--- src/rtl/uart_pkg.sv ---
// Shared definitions for the UART transmit path.
package uart_pkg;

   localparam int BYTE_W = 8;
   localparam logic [BYTE_W-1:0] HEADER_BASE_DEF = 8'h30;

   typedef enum logic [1:0] {
      IDLE,
      HEADER,
      BODY
   } arb_state_t;

endpackage

--- src/rtl/rr_pick.sv ---
// Round-robin priority picker: first set request at or after ptr.
module rr_pick #(
   parameter int N  = 4,
   parameter int IW = (N > 1) ? $clog2(N) : 1
) (
   input  logic [N-1:0]  req,
   input  logic [IW-1:0] ptr,
   output logic [IW-1:0] idx,
   output logic          any
);

   logic [IW-1:0] j;

   // Scan from the far end so the entry nearest ptr is written last.
   always_comb begin
      idx = '0;
      j   = '0;
      any = |req;
      for (int k = N - 1; k >= 0; k--) begin
         j = IW'((int'(ptr) + k) % N);
         if (req[j]) begin
            idx = j;
         end
      end
   end

endmodule

--- src/rtl/uart_tx_arbiter.sv ---
// Shares one uart_tx between N_REQ byte streams with round-robin,
// packet locking, optional channel header and a burst cap.
module uart_tx_arbiter
   import uart_pkg::*;
#(
   parameter int               N_REQ       = 4,
   parameter int               HEADER_EN   = 1,
   parameter logic [BYTE_W-1:0] HEADER_BASE = HEADER_BASE_DEF,
   parameter int               MAX_BURST   = 16,
   localparam int              GW = (N_REQ > 1) ? $clog2(N_REQ) : 1,
   localparam int              CW = (MAX_BURST > 0) ? $clog2(MAX_BURST + 1) : 1
) (
   input  logic                      clk,
   input  logic                      rst_n,
   input  logic [BYTE_W*N_REQ-1:0]   req_data,
   input  logic [N_REQ-1:0]          req_valid,
   input  logic [N_REQ-1:0]          req_last,
   output logic [N_REQ-1:0]          req_ready,
   output logic [BYTE_W-1:0]         tx_data,
   output logic                      tx_valid,
   input  logic                      tx_ready,
   output logic                      busy,
   output logic [GW-1:0]             grant_idx
);

   arb_state_t    state;
   logic [GW-1:0] rr_ptr;
   logic [GW-1:0] pick;
   logic          pick_any;
   logic [CW-1:0] burst_cnt;
   logic          body_xfer;
   logic          at_cap;
   logic          release_grant;

   rr_pick #(
      .N  (N_REQ),
      .IW (GW)
   ) u_pick (
      .req (req_valid),
      .ptr (rr_ptr),
      .idx (pick),
      .any (pick_any)
   );

   assign body_xfer = (state == BODY) && req_valid[grant_idx] && tx_ready;
   assign at_cap    = (MAX_BURST != 0) &&
                      (burst_cnt == CW'(MAX_BURST - 1));
   // Last byte and cap on the same transfer collapse into one release.
   assign release_grant = body_xfer && (req_last[grant_idx] || at_cap);
   assign busy = (state != IDLE);

   always_ff @(posedge clk or negedge rst_n) begin
      if (!rst_n) begin
         state     <= IDLE;
         rr_ptr    <= '0;
         grant_idx <= '0;
         burst_cnt <= '0;
      end else begin
         unique case (state)
            IDLE: begin
               if (pick_any) begin
                  grant_idx <= pick;
                  rr_ptr    <= (pick == GW'(N_REQ - 1)) ? '0 : pick + 1'b1;
                  burst_cnt <= '0;
                  state     <= (HEADER_EN != 0) ? HEADER : BODY;
               end
            end
            HEADER: begin
               if (tx_ready) begin
                  state <= BODY;
               end
            end
            BODY: begin
               if (body_xfer) begin
                  burst_cnt <= burst_cnt + 1'b1;
                  if (release_grant) begin
                     state <= IDLE;
                  end
               end
            end
            default: state <= IDLE;
         endcase
      end
   end

   always_comb begin
      tx_valid  = 1'b0;
      tx_data   = '0;
      req_ready = '0;
      unique case (state)
         HEADER: begin
            tx_valid = 1'b1;
            tx_data  = HEADER_BASE + BYTE_W'(grant_idx);
         end
         BODY: begin
            tx_valid             = req_valid[grant_idx];
            tx_data              = req_data[grant_idx*BYTE_W +: BYTE_W];
            req_ready[grant_idx] = tx_ready;
         end
         default: begin
         end
      endcase
   end

endmodule

--- config.mk ---
export PLATFORM = sky130hd
export DESIGN_NAME = uart_tx_arbiter
export DESIGN_NICKNAME = d
export VERILOG_FILES = /design/src/rtl/uart_pkg.sv /design/src/rtl/rr_pick.sv /design/src/rtl/uart_tx_arbiter.sv
export SDC_FILE = /design/constraint.sdc
export NUM_CORES = 1
export LEC_CHECK = 0
export BUFFER_PORTS_ARGS = -buffer_cell sky130_fd_sc_hd__buf_4
export CAP_MARGIN = 20
export CORE_UTILIZATION = 40
export CTS_CLUSTER_DIAMETER = 40
export CTS_CLUSTER_SIZE = 12
export DETAILED_ROUTE_END_ITERATION = 12
export PLACE_DENSITY = 0.84
export SYNTH_ARGS = -nofsm -noshare
export SYNTH_HDL_FRONTEND = slang
export SYNTH_SLANG_ARGS = --single-unit
--- constraint.sdc ---
create_clock -name clk -period 1.9 [get_ports clk]
set_input_delay 0.285 -clock clk [delete_from_list [all_inputs] [get_ports clk]]
set_output_delay 0.285 -clock clk [all_outputs]
set_load 0.1 [all_outputs]
Word level (Yosys, flattened, before mapping)
Cells that the tools add are included.
{"block": "totals", "in_bits": 43, "ff_bits": 11, "out_inout_bits": 16, "word_cells": 68}
{"block": "op_classes", "n_reduce_logical": 12, "bitwise": 1, "muxes": 30, "add_sub_neg": 6, "n_lt_le_gt_ge": 6, "n_eq_ne": 8, "shift": 1}
{"operator": "$shiftx 32x6->8", "n": 1}
{"operator": "$mux 2", "n": 9}
{"operator": "$pmux 8 s2", "n": 1}
{"operator": "$lt 2x3->1 const B", "n": 5}
{"operator": "$bmux 1 s2", "n": 6}
{"operator": "$mux 5", "n": 2}
{"operator": "$pmux 5 s2", "n": 1}
{"operator": "$ne 2x2->1 const B", "n": 4}
{"operator": "$add 6x2->7 const A", "n": 1}
{"operator": "$mux 1", "n": 7}
{"operator": "$pmux 2 s3", "n": 1}
{"operator": "$add 5x1->5 const B", "n": 1}
{"operator": "$eq 5x4->1 const B", "n": 1}
{"operator": "$add 2x1->2 const B", "n": 2}
{"operator": "$add 2x2->2 const B", "n": 2}
{"operator": "$and 4x4->4", "n": 1}
{"operator": "$eq 2x2->1 const B", "n": 2}
{"operator": "$logic_and 1x1->1", "n": 4}
{"operator": "$mux 4", "n": 1}
{"operator": "$reduce_and 4->1", "n": 1}
{"operator": "$reduce_bool 2->1", "n": 2}
{"operator": "$reduce_or 4->1", "n": 1}
{"operator": "$reduce_and 3->1", "n": 1}
{"operator": "$demux 1 s2", "n": 1}
{"operator": "6 further kinds", "n": 6}

Depth between registers and ports, before layout
{"block": "logic_depth", "word_depth": 9, "depth_mapped": 6, "ltp_nobuf": 6}

Modules after synthesis
From an unflattened synthesis, not the netlist that was laid out.
{"block": "hier_totals", "hier_cells": 119, "area_unflattened_um2": 1137.3}
{"mod": "uart_tx_arbiter", "cells_each": 106, "area_each_um2": 1059.8, "instances": 1, "seq_area_each_um2": 275.3}
{"mod": "rr_pick", "cells_each": 13, "area_each_um2": 77.6, "instances": 1, "seq_area_each_um2": 0.0}

Worst setup path after synthesis
OpenSTA, ideal clock, no wires.
{"block": "synth_timing", "kind": "register -> output", "startpoint": "register grant_idx[1]", "endpoint": "output req_ready[2]", "t_required_ps": 1615, "arrival_ps": 3742, "path_stages_with_launch": 4, "path_slack_ps": -2127, "path_buffers": 2, "cell_sequence": "dfrtp_1 > buf_2 > clkbuf_1 > nor3b_1"}
{"block": "synth_between", "elab_chain_len": 6, "word_cells_on_any_way": 7}
{"element": "start: declaration", "line_no": "uart_tx_arbiter.sv:23", "source": "output logic [GW-1:0] grant_idx"}
{"element": "start signal: assignment", "line_no": "uart_tx_arbiter.sv:62", "source": "grant_idx <= pick;"}
{"element": "$lt 2x3->1 (implied by the code) or $ge 2x1->1 (tied branches)", "line_no": "uart_tx_arbiter.sv:98", "source": "req_ready[grant_idx] = tx_ready;"}
{"element": "$logic_and 1x1->1 (implied by the code)", "line_no": "uart_tx_arbiter.sv:98"}
{"element": "$mux 1 (implied by the code)", "line_no": "uart_tx_arbiter.sv:98"}
{"element": "$demux 1 s2 (*)", "line_no": "uart_tx_arbiter.sv:98"}
{"element": "$and 4x4->4 (no source line) (*)"}
{"element": "$mux 4 (*)", "line_no": "uart_tx_arbiter.sv:90", "source": "unique case (state)"}
{"element": "end: declaration", "line_no": "uart_tx_arbiter.sv:18", "source": "output logic [N_REQ-1:0] req_ready,"}
Every way passes the cells marked *; elsewhere a longest branch is shown, timed or not.

Worst setup path after layout
{"block": "layout_timing", "startpoint": "register grant_idx[0]", "endpoint": "output tx_data[1]"}
{"block": "layout_between", "elab_chain_len": 2, "word_cells_on_any_way": 3}
{"element": "$shiftx 32x6->8 or $add 6x2->7 (tied branches)", "line_no": "uart_tx_arbiter.sv:97, uart_tx_arbiter.sv:93"}
{"element": "$pmux 8 s2 (*)", "line_no": "uart_tx_arbiter.sv:90"}
{"element": "end: declaration", "line_no": "uart_tx_arbiter.sv:19", "source": "output logic [BYTE_W-1:0] tx_data,"}
Marked as above.

==> reports/qor.yml <==
status: "complete, but fails checks"
violations: "setup timing"
powerDensity_nw_per_um2: 1859
drtIter0Drc: 28
min_period_ps: 2090
dieArea_sq_um: 2921
max_cap_violations: 0
fin_ws_ps: -190.0
max_slew_margin: 0.6140
path_class: "reg2out"
clk_pin_slew_ps: 80
netlist_top_cells_area: "dfrtp_1 (25%), mux4_2 (15%), ha_1 (9.2%), mux4_1 (7.3%), mux2_2 (4.2%)"
synth.avg_cell_area_sq_um: 11.17
path_depth: 5
num_io_pins: 59
setup_viol: 15
grt_util_met3: 0.05367
arrival_ps: 1800
rows: 18
crit_required_ps: 1620
synthCells: 97
globalRouteMet2Util: 0.4753
rr_startpoint: "grant_idx[0]"
synth.distinct_cells: 35
worstSkewPairLatency_ps: 270
path_buf_inv: 2
timing.final.crit_share: 1.100
place_hpwl_mm: 2.493
rr_worst_depth: 6
antenna_found_initial: 0
holdWs_ps: 390.2
synthesis.area_sq_um: 1084
fmax_mhz: 478.5
cts.path.max_buffers: 2
portBuffers: 58
num_vias: 1141
crit_chain: "buf_6 -> mux4_2 -> a22oi_2 -> nor2b_4 -> buf_12"
area_growth_pct: 86.84
dieHeight_microns: 54.05
grt_pass1_wl_mm: 5.050
grt_overflow: 0
synth_largest_area_cell: "dfrtp_1"
start_util: 0.4296
rsz0062_at_grt: "true"
busiest_layer: "met2"
nNetsFinal: 220
total_power_mw: 3.763
multi_input_area_sq_um: 978.4
drt-vias-per-instance: 5.763
cts_tree: "built"
root_buffer: "clkbuf_4"
drt-pass1-iter-count: 4
numCtsBuffers: 3
core_sq_um: 2522
crit_family: "multiplexers"
grt_pass1_vias: 1179
synth_top_area_frac: 0.2540
ys_seq_area_frac: 0.2540
post-place-cells: 188
die_w_microns: 54.05
gr-usage-all-layers: 0.2476
worst_path_largest_cell_delay_ps: 500
cts_sinks: 11
peakVddDrop_mv: 2.292
drt-total-wl_mm: 3.734
cp-end-kind: "output port"
ff_latch_area_sq_um: 282.8
grt_max_degree: 18
cp_slowest_cell: "mux4_2"
detail_route.wl_per_cell_microns: 18.86
htreeDepth: 1
n_fill_cell: 148
hp-class: "in2async"
rrSetupSlack_ps: -120
r2r_end: "state[0]"
routabilityCongestion: 0.7783
worstPathMaxFanout: 6
instances_no_fill: 198
drive_gt1_frac: 0.7619
ant_nets: 0
tightest_slew_ps: 572.7
startpoint_type: "register"
yosys_warnings: 0
power.leakage_nw: 0.9140
skew_ps: 3.978
n_antenna_cell: 0
synth_seq_cells: 11
finalMaxSlewViolations: 0
grtUsageMet1: 0.2561
syn-num-nets: 148
drc: 0
hold_violations: 0
synth_stat cells, drive strengths merged:
cell     number
o41ai         1
mux2          6
o211ai        1
clkbuf        2
nand2b        2
nor3b         2
ha            8
nand3b        1
o21ai         2
nor3          1
mux2i         2
inv           6
a21o          1
a211oi        1
nor4b         1
nand3         2
mux4         10
buf           3
a21oi         6
and2          3
nand2         3
dfrtp        11
nor2b         5
nor2          1
a22oi         2
and3          7
o2bb2ai       1
a22o          1
a221oi        4
o31ai         1
power by group:
part,switching (mW),internal (mW)
registers,0.163,0.329
clock network,0.0811,0.0778
logic,1.76,1.35
routing by layer:
layer / part of all wire / up-vias
met1: 0.37 / 549
met4: 0.013 / 0
met5: 0 / -
met3: 0.089 / 8
met2: 0.53 / 64
li1: - / 520
how the worst max path moves through the flow:
stage / slack [ps] / startpoint / end
final: -190 / grant_idx[0] / tx_data[1]
after global routing: -240 / grant_idx[0] / tx_data[1]
after CTS: -190 / grant_idx[0] / tx_valid
after detailed placement: -30 / grant_idx[0] / state[0]
after global placement: 10 / grant_idx[0] / tx_data[0]
after floorplan: -210 / state[1] / state[0]
cell families (layout without fill, tap and decap cells):
logic type	count (synthesis)	in the layout	share of synthesized area
AOI/OAI and AO/OA	21	21	0.1524
adders and majority gates	8	8	0.09238
buffers and inverters	11	82	0.04734
DFF	11	11	0.2540
muxes	18	18	0.2991
and+or+nand+nor	28	28	0.1547
sequential cells by signal (all words and copies together), names as in the netlist:
register / count
state: 2
grant_idx: 2
rr_ptr: 2
burst_cnt: 5
layout by cell type, fill, tap and decap left out, types with 2 or more instances in the layout:
cell type,count
buf_6,7
inv_1,3
inv_2,2
ha_1,5
mux2_4,2
a221oi_2,2
clkbuf_4,3
and3_1,3
dfrtp_1,9
dfrtp_4,2
a21oi_4,2
a21oi_1,2
nor2b_4,5
nand2_4,2
nand2b_1,2
buf_12,7
and3_4,3
o21ai_0,2
buf_4,55
mux2_2,4
nor3b_4,2
mux2i_1,2
mux4_2,9
buf_8,2
a22oi_2,2
and2_4,3
ha_4,2
a21oi_2,2
layout make-up:
type	count	share of cell area
Inverter	6	0.01298
Timing Repair Buffer	72	0.3319
Multi-Input combinational cell	75	0.4833
Clock inverter	1	0.002472
Tap cell	30	0.01854
Sequential cell	11	0.1397
Clock buffer	3	0.01112
timing repair:
item,in CTS,in global routing
hold buffers,1,0
pin swaps,3,5
setup endpoints to repair,15,20
hold endpoints to repair,11,0
setup buffers,4,1
resized for setup,29,25
metrics by stage:
stage | setup WS (ps) | utilization | setup TNS, ps | area [sq um]
final | -190.0 | 0.8026 | -1627 | 2024
after floorplan | -207.3 | - | -1911 | 1280
after global placement | 12.55 | 0.6885 | 0 | 1737
after global routing | -240.2 | 0.8026 | -2324 | 2024
after CTS | -192.9 | 0.7555 | -1735 | 1906
after detailed placement | -31.92 | 0.6885 | -60.06 | 1737
No activity file was read; power rests on OpenSTA's default activity.
